**config.mk**
```make
export PLATFORM = sky130hd
export DESIGN_NAME = tc_ps_acp_rd_flat
export DESIGN_NICKNAME = d
export VERILOG_FILES = /design/src/rtl/tc_ps_acp_rd_if.sv /design/src/rtl/tc_ps_acp_rd.sv /design/src/flat_wrapper.sv
export SDC_FILE = /design/constraint.sdc
export NUM_CORES = 1
export LEC_CHECK = 0
export CAP_MARGIN = 20
export CELL_PAD_IN_SITES_DETAIL_PLACEMENT = 0
export CELL_PAD_IN_SITES_GLOBAL_PLACEMENT = 1
export CORE_UTILIZATION = 26
export DETAILED_ROUTE_END_ITERATION = 7
export GPL_TIMING_DRIVEN = 0
export PLACE_DENSITY_LB_ADDON = 0.1
export SLEW_MARGIN = 20
export SYNTH_ARGS = -nofsm -noshare
export SYNTH_HDL_FRONTEND = slang
export SYNTH_SLANG_ARGS = --single-unit
```
**constraint.sdc**
```tcl
create_clock -name clk -period 1.8 [get_ports clk]
set_input_delay 0.27 -clock clk [delete_from_list [all_inputs] [get_ports clk]]
set_output_delay 0.27 -clock clk [all_outputs]
set_load 0.01 [all_outputs]
```
**src/rtl/tc_ps_acp_rd_if.sv**
```systemverilog
// ACP read-channel bundle (AR + R) between the burst reader and the PS coherent port.
interface tc_ps_acp_rd_if;
  logic [31:0] S_AXI_ACP_0_araddr;
  logic [1:0]  S_AXI_ACP_0_arburst;
  logic [3:0]  S_AXI_ACP_0_arcache;
  logic [2:0]  S_AXI_ACP_0_arid;
  logic [3:0]  S_AXI_ACP_0_arlen;
  logic [1:0]  S_AXI_ACP_0_arlock;
  logic [2:0]  S_AXI_ACP_0_arprot;
  logic [3:0]  S_AXI_ACP_0_arqos;
  logic [2:0]  S_AXI_ACP_0_arsize;
  logic [4:0]  S_AXI_ACP_0_aruser;
  logic        S_AXI_ACP_0_arvalid;
  logic        S_AXI_ACP_0_arready;
  logic [63:0] S_AXI_ACP_0_rdata;
  logic [2:0]  S_AXI_ACP_0_rid;
  logic [1:0]  S_AXI_ACP_0_rresp;
  logic        S_AXI_ACP_0_rlast;
  logic        S_AXI_ACP_0_rvalid;
  logic        S_AXI_ACP_0_rready;

  modport master (
    output S_AXI_ACP_0_araddr, S_AXI_ACP_0_arburst, S_AXI_ACP_0_arcache, S_AXI_ACP_0_arid,
           S_AXI_ACP_0_arlen, S_AXI_ACP_0_arlock, S_AXI_ACP_0_arprot, S_AXI_ACP_0_arqos,
           S_AXI_ACP_0_arsize, S_AXI_ACP_0_aruser, S_AXI_ACP_0_arvalid, S_AXI_ACP_0_rready,
    input  S_AXI_ACP_0_arready, S_AXI_ACP_0_rdata, S_AXI_ACP_0_rid, S_AXI_ACP_0_rresp,
           S_AXI_ACP_0_rlast, S_AXI_ACP_0_rvalid
  );

  modport slave (
    input  S_AXI_ACP_0_araddr, S_AXI_ACP_0_arburst, S_AXI_ACP_0_arcache, S_AXI_ACP_0_arid,
           S_AXI_ACP_0_arlen, S_AXI_ACP_0_arlock, S_AXI_ACP_0_arprot, S_AXI_ACP_0_arqos,
           S_AXI_ACP_0_arsize, S_AXI_ACP_0_aruser, S_AXI_ACP_0_arvalid, S_AXI_ACP_0_rready,
    output S_AXI_ACP_0_arready, S_AXI_ACP_0_rdata, S_AXI_ACP_0_rid, S_AXI_ACP_0_rresp,
           S_AXI_ACP_0_rlast, S_AXI_ACP_0_rvalid
  );
endinterface

```
**src/rtl/tc_ps_acp_rd.sv**
```systemverilog
// Single-burst coherent ACP reader: one INCR burst of BURST_LEN 64-bit beats per request.
// Optional macro ACP_RD_BEAT_CHK_EN adds rid/rlast consistency checks into rx_err.
module tc_ps_acp_rd #(
  parameter int unsigned BURST_LEN = 16,
  parameter logic [3:0]  ARCACHE   = 4'b1111,
  parameter logic [4:0]  ARUSER    = 5'b11111
) (
  input  logic        clk,
  input  logic        rst,
  input  logic        rx_en,
  output logic        rx_rdy,
  input  logic [31:0] rx_araddr,
  input  logic [2:0]  rx_arid,
  input  logic        rx_stall,
  output logic [63:0] rx_rdata,
  output logic        rx_rdvalid,
  output logic        rx_rdlast,
  output logic        rx_done,
  output logic        rx_err,
  tc_ps_acp_rd_if.master acp
);

  localparam int unsigned ADDR_W = 32;
  localparam int unsigned DATA_W = 64;
  localparam int unsigned ID_W   = 3;
  localparam int unsigned CNT_W  = 4;

  localparam logic [CNT_W-1:0]  LAST_BEAT = CNT_W'(BURST_LEN - 1);
  localparam logic [ADDR_W-1:0] ADDR_MASK = ~ADDR_W'(7);

  typedef enum logic [1:0] {
    IDLE = 2'd0,
    ADDR = 2'd1,
    DATA = 2'd2,
    DONE = 2'd3
  } state_t;

  state_t            state;
  state_t            state_nxt;
  logic [ADDR_W-1:0] addr_q;
  logic [ID_W-1:0]   id_q;
  logic              arvalid_q;
  logic [CNT_W-1:0]  beat_cnt;

  logic accept_c;
  logic ar_fire_c;
  logic r_fire_c;
  logic last_beat_c;
  logic beat_err_c;
  logic rready_c;

  // Constant burst attributes: 64-bit INCR, normal non-locked, unprivileged access.
  assign acp.S_AXI_ACP_0_araddr  = addr_q;
  assign acp.S_AXI_ACP_0_arid    = id_q;
  assign acp.S_AXI_ACP_0_arvalid = arvalid_q;
  assign acp.S_AXI_ACP_0_arburst = 2'b01;
  assign acp.S_AXI_ACP_0_arsize  = 3'b011;
  assign acp.S_AXI_ACP_0_arlen   = LAST_BEAT;
  assign acp.S_AXI_ACP_0_arlock  = 2'b00;
  assign acp.S_AXI_ACP_0_arprot  = 3'b000;
  assign acp.S_AXI_ACP_0_arqos   = 4'b0000;
  assign acp.S_AXI_ACP_0_arcache = ARCACHE;
  assign acp.S_AXI_ACP_0_aruser  = ARUSER;

  // rready is gated by reset so no beat is taken in the cycle reset is applied.
  assign rready_c                = rst && (state == DATA) && !rx_stall;
  assign acp.S_AXI_ACP_0_rready  = rready_c;

  assign accept_c    = rx_en && rx_rdy;
  assign ar_fire_c   = arvalid_q && acp.S_AXI_ACP_0_arready;
  assign r_fire_c    = acp.S_AXI_ACP_0_rvalid && rready_c;
  assign last_beat_c = (beat_cnt == LAST_BEAT);

  // Per-beat error: response code, plus optional ID/last-flag consistency.
  always_comb begin
    beat_err_c = (acp.S_AXI_ACP_0_rresp != 2'b00);
`ifdef ACP_RD_BEAT_CHK_EN
    if (acp.S_AXI_ACP_0_rid != id_q) begin
      beat_err_c = 1'b1;
    end
    if (acp.S_AXI_ACP_0_rlast != last_beat_c) begin
      beat_err_c = 1'b1;
    end
`endif
  end

  // Next-state logic; the burst ends on the counted beat, never on rlast.
  always_comb begin
    state_nxt = state;
    unique case (state)
      IDLE: if (accept_c) state_nxt = ADDR;
      ADDR: if (ar_fire_c) state_nxt = DATA;
      DATA: if (r_fire_c && last_beat_c) state_nxt = DONE;
      DONE: state_nxt = IDLE;
      default: state_nxt = IDLE;
    endcase
  end

  always_ff @(posedge clk) begin
    if (!rst) begin
      state      <= IDLE;
      addr_q     <= '0;
      id_q       <= '0;
      arvalid_q  <= 1'b0;
      beat_cnt   <= '0;
      rx_rdy     <= 1'b0;
      rx_rdata   <= '0;
      rx_rdvalid <= 1'b0;
      rx_rdlast  <= 1'b0;
      rx_done    <= 1'b0;
      rx_err     <= 1'b0;
    end else begin
      state      <= state_nxt;
      // Ready only once the FSM has settled in IDLE for a full cycle.
      rx_rdy     <= (state == IDLE) && (state_nxt == IDLE);
      arvalid_q  <= (state_nxt == ADDR);
      rx_rdvalid <= r_fire_c;
      rx_rdlast  <= r_fire_c && last_beat_c;
      rx_done    <= (state == DONE);

      if (accept_c) begin
        addr_q <= rx_araddr & ADDR_MASK;
        id_q   <= rx_arid;
      end

      if (ar_fire_c) begin
        beat_cnt <= '0;
      end else if (r_fire_c) begin
        beat_cnt <= beat_cnt + CNT_W'(1);
      end

      if (r_fire_c) begin
        rx_rdata <= acp.S_AXI_ACP_0_rdata;
      end

      // Sticky until the next accepted request.
      if (accept_c) begin
        rx_err <= 1'b0;
      end else if (r_fire_c && beat_err_c) begin
        rx_err <= 1'b1;
      end
    end
  end

endmodule

```
**src/flat_wrapper.sv**
```systemverilog
// flat-port wrapper written by rule: the top's interface ports become plain ports
module tc_ps_acp_rd_flat 
#(
  parameter int unsigned BURST_LEN = 16,
  parameter logic [3:0]  ARCACHE   = 4'b1111,
  parameter logic [4:0]  ARUSER    = 5'b11111
)
  (clk, rst, rx_en, rx_rdy, rx_araddr, rx_arid, rx_stall, rx_rdata, rx_rdvalid, rx_rdlast, rx_done, rx_err, acp_S_AXI_ACP_0_araddr, acp_S_AXI_ACP_0_arburst, acp_S_AXI_ACP_0_arcache, acp_S_AXI_ACP_0_arid, acp_S_AXI_ACP_0_arlen, acp_S_AXI_ACP_0_arlock, acp_S_AXI_ACP_0_arprot, acp_S_AXI_ACP_0_arqos, acp_S_AXI_ACP_0_arsize, acp_S_AXI_ACP_0_aruser, acp_S_AXI_ACP_0_arvalid, acp_S_AXI_ACP_0_rready, acp_S_AXI_ACP_0_arready, acp_S_AXI_ACP_0_rdata, acp_S_AXI_ACP_0_rid, acp_S_AXI_ACP_0_rresp, acp_S_AXI_ACP_0_rlast, acp_S_AXI_ACP_0_rvalid);
  tc_ps_acp_rd_if acp_i ();
  input  logic clk;
  input  logic rst;
  input  logic rx_en;
  output logic rx_rdy;
  input  logic [31:0] rx_araddr;
  input  logic [2:0] rx_arid;
  input  logic rx_stall;
  output logic [63:0] rx_rdata;
  output logic rx_rdvalid;
  output logic rx_rdlast;
  output logic rx_done;
  output logic rx_err;
  output wire logic [$bits(acp_i.S_AXI_ACP_0_araddr)-1:0] acp_S_AXI_ACP_0_araddr;
  output wire logic [$bits(acp_i.S_AXI_ACP_0_arburst)-1:0] acp_S_AXI_ACP_0_arburst;
  output wire logic [$bits(acp_i.S_AXI_ACP_0_arcache)-1:0] acp_S_AXI_ACP_0_arcache;
  output wire logic [$bits(acp_i.S_AXI_ACP_0_arid)-1:0] acp_S_AXI_ACP_0_arid;
  output wire logic [$bits(acp_i.S_AXI_ACP_0_arlen)-1:0] acp_S_AXI_ACP_0_arlen;
  output wire logic [$bits(acp_i.S_AXI_ACP_0_arlock)-1:0] acp_S_AXI_ACP_0_arlock;
  output wire logic [$bits(acp_i.S_AXI_ACP_0_arprot)-1:0] acp_S_AXI_ACP_0_arprot;
  output wire logic [$bits(acp_i.S_AXI_ACP_0_arqos)-1:0] acp_S_AXI_ACP_0_arqos;
  output wire logic [$bits(acp_i.S_AXI_ACP_0_arsize)-1:0] acp_S_AXI_ACP_0_arsize;
  output wire logic [$bits(acp_i.S_AXI_ACP_0_aruser)-1:0] acp_S_AXI_ACP_0_aruser;
  output wire logic [$bits(acp_i.S_AXI_ACP_0_arvalid)-1:0] acp_S_AXI_ACP_0_arvalid;
  output wire logic [$bits(acp_i.S_AXI_ACP_0_rready)-1:0] acp_S_AXI_ACP_0_rready;
  input wire logic [$bits(acp_i.S_AXI_ACP_0_arready)-1:0] acp_S_AXI_ACP_0_arready;
  input wire logic [$bits(acp_i.S_AXI_ACP_0_rdata)-1:0] acp_S_AXI_ACP_0_rdata;
  input wire logic [$bits(acp_i.S_AXI_ACP_0_rid)-1:0] acp_S_AXI_ACP_0_rid;
  input wire logic [$bits(acp_i.S_AXI_ACP_0_rresp)-1:0] acp_S_AXI_ACP_0_rresp;
  input wire logic [$bits(acp_i.S_AXI_ACP_0_rlast)-1:0] acp_S_AXI_ACP_0_rlast;
  input wire logic [$bits(acp_i.S_AXI_ACP_0_rvalid)-1:0] acp_S_AXI_ACP_0_rvalid;
  assign acp_S_AXI_ACP_0_araddr = acp_i.S_AXI_ACP_0_araddr;
  assign acp_S_AXI_ACP_0_arburst = acp_i.S_AXI_ACP_0_arburst;
  assign acp_S_AXI_ACP_0_arcache = acp_i.S_AXI_ACP_0_arcache;
  assign acp_S_AXI_ACP_0_arid = acp_i.S_AXI_ACP_0_arid;
  assign acp_S_AXI_ACP_0_arlen = acp_i.S_AXI_ACP_0_arlen;
  assign acp_S_AXI_ACP_0_arlock = acp_i.S_AXI_ACP_0_arlock;
  assign acp_S_AXI_ACP_0_arprot = acp_i.S_AXI_ACP_0_arprot;
  assign acp_S_AXI_ACP_0_arqos = acp_i.S_AXI_ACP_0_arqos;
  assign acp_S_AXI_ACP_0_arsize = acp_i.S_AXI_ACP_0_arsize;
  assign acp_S_AXI_ACP_0_aruser = acp_i.S_AXI_ACP_0_aruser;
  assign acp_S_AXI_ACP_0_arvalid = acp_i.S_AXI_ACP_0_arvalid;
  assign acp_S_AXI_ACP_0_rready = acp_i.S_AXI_ACP_0_rready;
  assign acp_i.S_AXI_ACP_0_arready = acp_S_AXI_ACP_0_arready;
  assign acp_i.S_AXI_ACP_0_rdata = acp_S_AXI_ACP_0_rdata;
  assign acp_i.S_AXI_ACP_0_rid = acp_S_AXI_ACP_0_rid;
  assign acp_i.S_AXI_ACP_0_rresp = acp_S_AXI_ACP_0_rresp;
  assign acp_i.S_AXI_ACP_0_rlast = acp_S_AXI_ACP_0_rlast;
  assign acp_i.S_AXI_ACP_0_rvalid = acp_S_AXI_ACP_0_rvalid;
  tc_ps_acp_rd #(.BURST_LEN(BURST_LEN), .ARCACHE(ARCACHE), .ARUSER(ARUSER)) u_core (.clk(clk), .rst(rst), .rx_en(rx_en), .rx_rdy(rx_rdy), .rx_araddr(rx_araddr), .rx_arid(rx_arid), .rx_stall(rx_stall), .rx_rdata(rx_rdata), .rx_rdvalid(rx_rdvalid), .rx_rdlast(rx_rdlast), .rx_done(rx_done), .rx_err(rx_err), .acp(acp_i));
endmodule
```
## Yosys cells after proc, flatten, opt, wreduce, memory -nomap -nowiden

Cells that the tools add are included.

| storage, ports and cells | value |
|---|---|
| output and inout bits | 133 |
| register bits after elaboration | 108 |
| word-level logic and storage cells | 36 |

| cells by class | value |
|---|---|
| muxes and demuxes | 4 |
| add/sub/neg operators | 1 |
| equal/unequal tests | 5 |
| bitwise gates (word level) | 1 |
| reductions and logical operators | 14 |

Operators with widths:

| operator | number |
|---|---|
| 1-bit logical AND | 8 |
| 2-bit one-hot mux with 4 select lines | 1 |
| 2-bit two-way mux | 3 |
| 4-bit by 1-bit adder with 4-bit output, second input constant | 1 |
| 2-bit by 1-bit equality test with 1-bit output, second input constant | 2 |
| 2-bit equality test, second input constant | 2 |
| 4-bit equality test, second input constant | 1 |
| 2-bit zero test | 2 |
| 2-bit OR reduction | 2 |
| 2-bit nonzero test | 1 |
| 1-bit zero test | 1 |
| 1-bit inverter | 1 |

## Logic depth before layout (Yosys ltp)

Gate-level depths: netlist of the first run.

| logic depth | value |
|---|---|
| depth after elaboration | 9 |
| gate-level depth with buffers | 7 |
| gate-level depth less buffers | 4 |

## Least setup slack after synthesis of the first run

OpenSTA, ideal clock, no wires.

| timing | value |
|---|---|
| path type | register to register |
| start point | register u_core.state[0] |
| end point | register u_core.rx_err |
| required time | 1685 ps |
| arrival | 1168 ps |
| cell stages (with the launch flop) | 7 |
| slack | 517 ps |
| path buffers | 2 |
| period minus slack after synthesis | 1283 ps |
| path through | dfxtp_1 nand4bb_4 inv_2 and2_4 buf_6 buf_6 o21a_1 |

| between the ends | value |
|---|---|
| word-level cells in the longest chain between the ends | 5 |

RTL lines:

| what | line | source |
|---|---|---|
| from (decl) | tc_ps_acp_rd.sv:38 | `state_t state;` |
| from (signal assigned) | tc_ps_acp_rd.sv:113 | `state <= state_nxt;` |
| 2-bit equality test | tc_ps_acp_rd.sv:66 | `assign rready_c = rst && (state == DATA) && !rx_stall;` |
| 1-bit logical AND (2 in a row) | tc_ps_acp_rd.sv:66 |  |
| 1-bit logical AND | tc_ps_acp_rd.sv:71 | `assign r_fire_c = acp.S_AXI_ACP_0_rvalid && rready_c;` |
| 1-bit logical AND | tc_ps_acp_rd.sv:139 | `end else if (r_fire_c && beat_err_c) begin` |
| to (signal assigned) | tc_ps_acp_rd.sv:111 | `rx_err <= 1'b0;` |
| to (signal assigned) | tc_ps_acp_rd.sv:138 | `rx_err <= 1'b0;` |
| to (signal assigned) | tc_ps_acp_rd.sv:140 | `rx_err <= 1'b1;` |
| to (decl) | tc_ps_acp_rd.sv:19 | `output logic rx_err,` |

No other way between the ends.
A chain may end at the register's enable or synchronous reset.

## Final worst setup path of the first run

| timing | value |
|---|---|
| start point | register u_core.state[0] |
| end point | register u_core.rx_rdata[19] |

| between the ends | value |
|---|---|
| word-level cells in the longest chain between the ends | 4 |

RTL lines:

| what | line | source |
|---|---|---|
| 2-bit equality test | tc_ps_acp_rd.sv:66 |  |
| 1-bit logical AND (2 in a row) | tc_ps_acp_rd.sv:66 |  |
| 1-bit logical AND | tc_ps_acp_rd.sv:71 |  |
| to (signal assigned) | tc_ps_acp_rd.sv:133 | `rx_rdata <= acp.S_AXI_ACP_0_rdata;` |
| to (decl) | tc_ps_acp_rd.sv:15 | `output logic [63:0] rx_rdata,` |

No other way between the ends.

==> impl_results.md, run 1 <==
* Final clock skew at 0.00980 ns
* Setup TNS at 0 ns
* Crit start category: flip-flop
* Fmax at 0.595 GHz
* Ys flop type: dfxtp_1
* Outcome: finished clean
* Worst VDD drop at about 0.53 mV
* CP max-delay cell: dfxtp_2
* Area growth from synthesis to layout at 66.9%
* Dpl ws at -0.387 ns
* Type of the worst min-delay path: in -> reg
* Cell Area, Synth at 0.00412 mm2
* DR pass1 iterations at 4
* Post-synthesis cell count at 506
* CTS Sinks at 108
* # nets final at 861
* Sequential share of the synthesized area at 52.5%
* GPL Wtd Cong at roughly 0.7
* Placed insts at approximately 950
* CP cell instances: nand4bb_4 > inv_8 > buf_4 > buf_4 > clkbuf_4 > nand3_1 > o21ai_0
* Slew HR at 54.5%
* Die width at 128 um
* Initial Util at between 20% and 30%
* Drt wl/cell at about 13 um
* Post-synth cell types at 32
* Fin crit period at around 1.7 ns
* Global-route wire length before repair at 19700 um
* Most frequent CP cell: buf_4
* Skew-Pair Late Insertion Delay at 0.35 ns
* Fin crit share at between 90% and 100%
* GRT Util Overall at 15.5%
* Remaining DRCs at 0
* Vias at roughly 4100
* RSZ-0062 raised after global routing: no
* CP Capture Type: flip-flop
* Largest net degree at the start of global routing at 18
* Worst Tran Pin Value at 0.676 ns
* IO Port Bufs at 204
* Clock Tree Buf Depth at 2
* Syn. warnings at 0
* Root Driver: clkbuf_16
* Diode count at 0
* Design Power at 0.00524 W
* Post-DP HPWL at 9610 um
* Pwr Density at ~760 mW/mm2
* Layout cells sized above 1 at 8.62%
* DIE AREA at 0.0163 mm2
* Fin. Hold Viols at 0
* Maxcap violations at 0
* Fin util at approximately 45%
* FP Rows at 45
* Register clock-pin slew on the reported worst setup and hold paths at 0.07 ns
* WL final at between 10000 and 15000 um
* IO Count at 244
* Die Ht at 128 um
* Finished Layout Cells at 965
* Vias in the first global route at 3879
* Congestion Overflow GR at 0
* Pins Over Slew Limit at 0
* Core Region at 0.0153 mm2
* Async S/R FF share, synth at 0%
* Initial DRC Count at 166
* Largest stage delay, worst path at 0.35 ns
* Crit Path Max Fanout at 14
* TritonCTS buffer count at 9
* Initial antenna violation count at 0
* Routed Antenna Nets at 0
* H-Tree Depth at 3
* Yosys reg bits at 108
* Final setup fails at 0
* CTS tree: yes
* Critical Path RT at 2.06 ns
* Number of enable flip-flop cells after synthesis at 0
* Setup CP Type: reg -> reg
* Leakage Power at 2.49 nW
* Worst setup margin at 0.119 ns
* Via density at 4.27
* Avg Synthesized Cell Area at 8.14 um2
* Worst endpoint data arrival time at 1.95 ns
power breakdown:
part	internal, W	switching (W)
logic	0.000362	0.000257
clock network	0.00126	0.000892
registers	0.00244	0.0000274
total	0.00406	0.00118
per-layer routing:
| layer | up-vias | wire length, um | global-route usage (%) |
|---|---|---|---|
| met2 | 151 | 5880 | 25.1 |
| met3 | 18 | 866 | 4.01 |
| li1 | 2114 | - | - |
| met4 | 0 | 297 | 7.13 |
| met5 | - | 0 | 0 |
| met1 | 1842 | 5780 | 19.1 |
critical path, delay by kind of cell, from the launching register on:
| family | cells | cell delay, ns |
|---|---|---|
| buffers and inverters | 4 | 0.75 |
| and+or+nand+nor | 2 | 0.39 |
| DFF | 1 | 0.35 |
| AOI/OAI and AO/OA | 1 | 0.11 |
sequential cells by signal, summed over array words and instances (netlist names), 2 cells and up:
| register | cells |
|---|---|
| u_core.rx_rdata | 64 |
| u_core.acp.S_AXI_ACP_0_araddr | 29 |
| u_core.beat_cnt | 4 |
| u_core.acp.S_AXI_ACP_0_arid | 3 |
| u_core.state | 2 |
timing repair:
| action | in CTS | in global routing |
|---|---|---|
| setup endpoints to repair | 1 | 14 |
| setup buffers | 1 | 0 |
| pin swaps | 1 | 0 |
| gates cloned | 0 | 0 |
| resized for setup | 6 | 2 |
| hold buffers | 0 | 0 |
cells in the final DEF, fill, tap and decap left out, types with 2 or more instances in the layout:
| cell type | synthesis | layout |
|---|---|---|
| and2_1 | 2 | 2 |
| a21boi_0 | 3 | 3 |
| bufinv_16 | 0 | 2 |
| nand2_1 | 132 | 132 |
| clkbuf_1 | 19 | 20 |
| dfxtp_1 | 108 | 106 |
| buf_2 | 7 | 4 |
| buf_1 | 6 | 6 |
| and3_1 | 2 | 2 |
| nor3_1 | 2 | 2 |
| clkbuf_4 | 0 | 2 |
| buf_4 | 31 | 32 |
| buf_6 | 3 | 3 |
| conb_1 | 2 | 30 |
| nand4_1 | 2 | 2 |
| or3_1 | 2 | 2 |
| a21oi_1 | 33 | 33 |
| nand3_1 | 66 | 66 |
| clkdlybuf4s50_1 | 0 | 203 |
| clkbuf_16 | 0 | 9 |
| clkinv_4 | 0 | 2 |
| o21ai_1 | 18 | 18 |
| dfxtp_2 | 0 | 2 |
| o21ai_0 | 51 | 51 |
| clkbuf_2 | 4 | 4 |
area by class of cell:
type / count / area, um2
Timing Repair Buffer: 205 / 2050
Sequential cell: 108 / 2160
Clock inverter: 5 / 85.1
Buffer: 69 / 415
Multi-Input combinational cell: 353 / 1630
Fill cell: 1562 / 8440
Inverter: 3 / 18.8
Clock buffer: 11 / 243
Tap cell: 211 / 264
final timing paths:
| kind | start | to | slack (ns) | depth (start not counted) |
|---|---|---|---|---|
| min reg2reg | u_core.acp.S_AXI_ACP_0_araddr[29]$_SDFFE_PN0P_ | u_core.acp.S_AXI_ACP_0_araddr[29]$_SDFFE_PN0P_ | 0.45 | 2 |
| min | rst | u_core.acp.S_AXI_ACP_0_araddr[31]$_SDFFE_PN0P_ | 0.38 | 3 |
| max reg2reg | u_core.state[0]$_SDFF_PN0_ | u_core.rx_rdata[19]$_SDFFE_PN0P_ | 0.12 | 7 |
| max | u_core.state[0]$_SDFF_PN0_ | u_core.rx_rdata[19]$_SDFFE_PN0P_ | 0.12 | 7 |
cells in the mapped netlist (all sizes together), types with 3 or more instances:
master,number,area (um2)
o21ai,69,345
nand3,66,330
and2,3,21.3
a21oi,33,165
clkbuf,23,91.3
buf,47,324
dfxtp,108,2160
nand2,132,495
a21boi,3,22.5
per-stage QoR:
step | hold slack (ns) | cell area [um2]
floorplan | 0.400 | 4220
global placement | 0.437 | 6530
detailed placement | 0.444 | 6530
CTS | 0.377 | 6870
global route | 0.429 | 6870
finish | 0.382 | 6870
cells by family (layout without fill, tap and decap cells):
group | count (synthesis) | in the layout | share of synthesized area, %
AO/OA/AOI/OAI | 108 | 108 | 13.5
flip-flops | 108 | 108 | 52.5
other | 2 | 30 | 0.182
buffers and inverters | 73 | 293 | 10.4
multiplexers | 1 | 1 | 0.243
AND/OR/NAND/NOR | 213 | 213 | 22.9
adder cells (fa/ha/maj) | 1 | 1 | 0.304
Note: power is estimated with default switching activity, not from simulation.
==> run 2, diff against run 1 <==
--- a/config.mk
+++ b/config.mk
@@ -10,7 +10,7 @@
 export CELL_PAD_IN_SITES_GLOBAL_PLACEMENT = 1
 export CORE_UTILIZATION = 26
 export DETAILED_ROUTE_END_ITERATION = 7
-export GPL_TIMING_DRIVEN = 0
+export GPL_TIMING_DRIVEN = 1
 export PLACE_DENSITY_LB_ADDON = 0.1
 export SLEW_MARGIN = 20
 export SYNTH_ARGS = -nofsm -noshare
==> run 2 against run 1 <==
- wire length fell by 3.5%
- combinational power fell by 6.1%
- total power fell by 3.4%
- register-to-register slack improved by 0.25 ns
- worst hold slack got worse by 0.092 ns
- die area did not move
- final cell count fell by 5.2%
- count of clock-buffer cells in the layout rose by 2
- global-route usage fell by 0.15 points
- cell area fell by 3.2%
- critical endpoint is now acp_S_AXI_ACP_0_arvalid
- largest cell class unchanged
- highest routed layer unchanged
==> impl_results.md, run 2 (synthesized netlist as in run 1, its figures left out) <==
* Outcome: finished clean (unchanged)
* Die Ht at 128 um (unchanged)
* Design Power at 0.00506 W (was 0.00524 W)
* DIE AREA at 0.0163 mm2 (unchanged)
* Initial Util at 26.9% (unchanged)
* Initial antenna violation count at 0 (unchanged)
* Diode count at 0 (unchanged)
* IO Port Bufs at 206 (was 204)
* DR pass1 iterations at 4 (unchanged)
* IO Count at 244 (unchanged)
* Initial DRC Count at 176 (was 166)
* Skew-Pair Late Insertion Delay at 0.35 ns (about the same)
* H-Tree Depth at 3 (unchanged)
* Placed insts at 899 (was 949)
* Hold_buf cts at 0 (unchanged)
* Vias at 3930 (was 4125)
* Crit path depth at 1 (was 7)
* Fin. Hold Viols at 0 (unchanged)
* Filler cells at 1589 (was 1562)
* Setup TNS at 0 ns (unchanged)
* Setup CP Type: reg -> out (was reg -> reg)
* Number of buffers added for setup after CTS at 0 (was 1)
* Buf/Inv on CP at 1 (was 4)
* RSZ-0062 raised after global routing: no (unchanged)
* Type of the worst min-delay path: in -> reg (unchanged)
* Placed Area at 0.00634 mm2 (was 0.00653 mm2)
* Drt wl/cell at 13.5 um (was 13.3 um)
* Fmax at 0.638 GHz (was 0.595 GHz)
* # nets final at 811 (was 861)
* CP cell instances: clkdlybuf4s50_1 (was nand4bb_4 > inv_8 > buf_4 > buf_4 > clkbuf_4 > nand3_1 > o21ai_0)
* Reg2Reg Depth at 6 (was 7)
* Largest net degree at the start of global routing at 68 (was 18)
* FP Rows at 45 (unchanged)
* Commonest non-fill, non-tap cell in the layout: clkdlybuf4s50_1 (unchanged)
* Depth of the worst hold-timing path at 2 (was 3)
* Layout cells sized above 1 at 5.40% (was 8.62%)
* TritonCTS buffer count at 9 (unchanged)
* GPL Wtd Cong at 0.698 (was 0.717)
* Fin crit period at 1.57 ns (was 1.68 ns)
* Crit Path Max Fanout at 4 (was 14)
* Final clock skew at 0.00437 ns (was 0.00980 ns)
* Leakage Power at 2.35 nW (was 2.49 nW)
* Maxcap violations at 0 (unchanged)
* Top reg by flops: u_core.rx_rdata (unchanged)
* Fin crit share at 87.1% (was 93.4%)
* Crit start category: flip-flop (unchanged)
* CTS Sinks at 108 (unchanged)
* Largest stage delay, worst path at 0.59 ns (was 0.35 ns)
* Crit-path leading delay family: buffers and inverters (unchanged)
* Critical Path RT at 1.53 ns (was 2.06 ns)
* CTS tree: yes (unchanged)
* Fin area at 0.00665 mm2 (was 0.00687 mm2)
* Die width at 128 um (unchanged)
* Remaining DRCs at 0 (unchanged)
* Most frequent cells in the layout: 203 x clkdlybuf4s50_1, 132 x nand2_1, 107 x dfxtp_1 (was 203 x clkdlybuf4s50_1, 132 x nand2_1, 106 x dfxtp_1)
* Pins Over Slew Limit at 0 (unchanged)
* WL final at 12400 um (was 12800 um)
* Core Region at 0.0153 mm2 (unchanged)
* Via density at 4.30 (was 4.27)
* Number of flip-flops in the largest register at 64 (unchanged)
* CP max-delay cell: clkdlybuf4s50_1 (was dfxtp_2)
* Congestion Overflow GR at 0 (unchanged)
* Worst VDD drop at 0.593 mV (was 0.525 mV)
* Final setup fails at 0 (unchanged)
* Pwr Density at 761 mW/mm2 (was 762 mW/mm2)
* Register clock-pin slew on the reported worst setup and hold paths at 0.07 ns (about the same)
* Clock Tree Buf Depth at 2 (unchanged)
* Global-route wire length before repair at 19600 um (was 19700 um)
* CP Capture Type: output pin (was flip-flop)
* Root Driver: clkbuf_16 (unchanged)
* Post-DP HPWL at 8690 um (was 9610 um)
* GRT Util Overall at 15.3% (was 15.5%)
* Finished Layout Cells at 915 (was 965)
* Area growth from synthesis to layout at 61.6% (was 66.9%)
* Vias in the first global route at 3885 (was 3879)
* Fin util at 43.4% (was 44.9%)
* Worst endpoint data arrival time at 1.30 ns (was 1.95 ns)
* Routed Antenna Nets at 0 (unchanged)
## run 2: area by class of cell
type                       count  area (um2)  share of cell area (%)
multi-input combinational    353        1630                    24.6
timing repair buffer         224        2270                    34.2
tap                          211         264                    3.97
inverter                       3        11.3                   0.169
clock buffer                  13         260                    3.91
sequential                   108        2160                    32.5
clock inverter                 3        45.0                   0.677
## run 2: timing repair
item                       CTS  global route
setup endpoints to repair    1             0
gates resized for setup      2             0
hold endpoints to repair     0             0
## run 2: where the power goes
group / internal, W / switching (W) / total (W)
registers: 0.00244 / 0.0000274 / 0.00247
clock network: 0.00116 / 0.000859 / 0.00202
logic: 0.000336 / 0.000244 / 0.000580
total: 0.00393 / 0.00113 / 0.00506
## run 2: worst paths after layout
check,startpoint,endpoint,slack (ns)
setup / recovery,u_core.acp.S_AXI_ACP_0_arvalid$_SDFF_PN0_,acp_S_AXI_ACP_0_arvalid,0.23
hold / removal,rst,u_core.rx_done$_SDFF_PN0_,0.29
setup reg to reg,u_core.state[0]$_SDFF_PN0_,u_core.beat_cnt[1]$_SDFFE_PP0P_,0.37
hold reg to reg,u_core.rx_rdata[29]$_SDFFE_PN0P_,u_core.rx_rdata[29]$_SDFFE_PN0P_,0.45
## run 2: stage by stage
step	hold slack, ns	setup slack, ns
floorplan	0.400	0.517
global placement	0.436	-0.0175
detailed placement	0.442	-0.00833
CTS	0.276	0.205
global route	0.289	0.161
finish	0.290	0.232
## run 2: metal layers
layer	GRT usage (%)	up-vias	share of wire, %
met4	4.01	0	1.2
met1	18.0	1772	45
li1	-	2002	-
met3	5.80	10	7.4
met2	26.0	146	47
met5	0	-	0
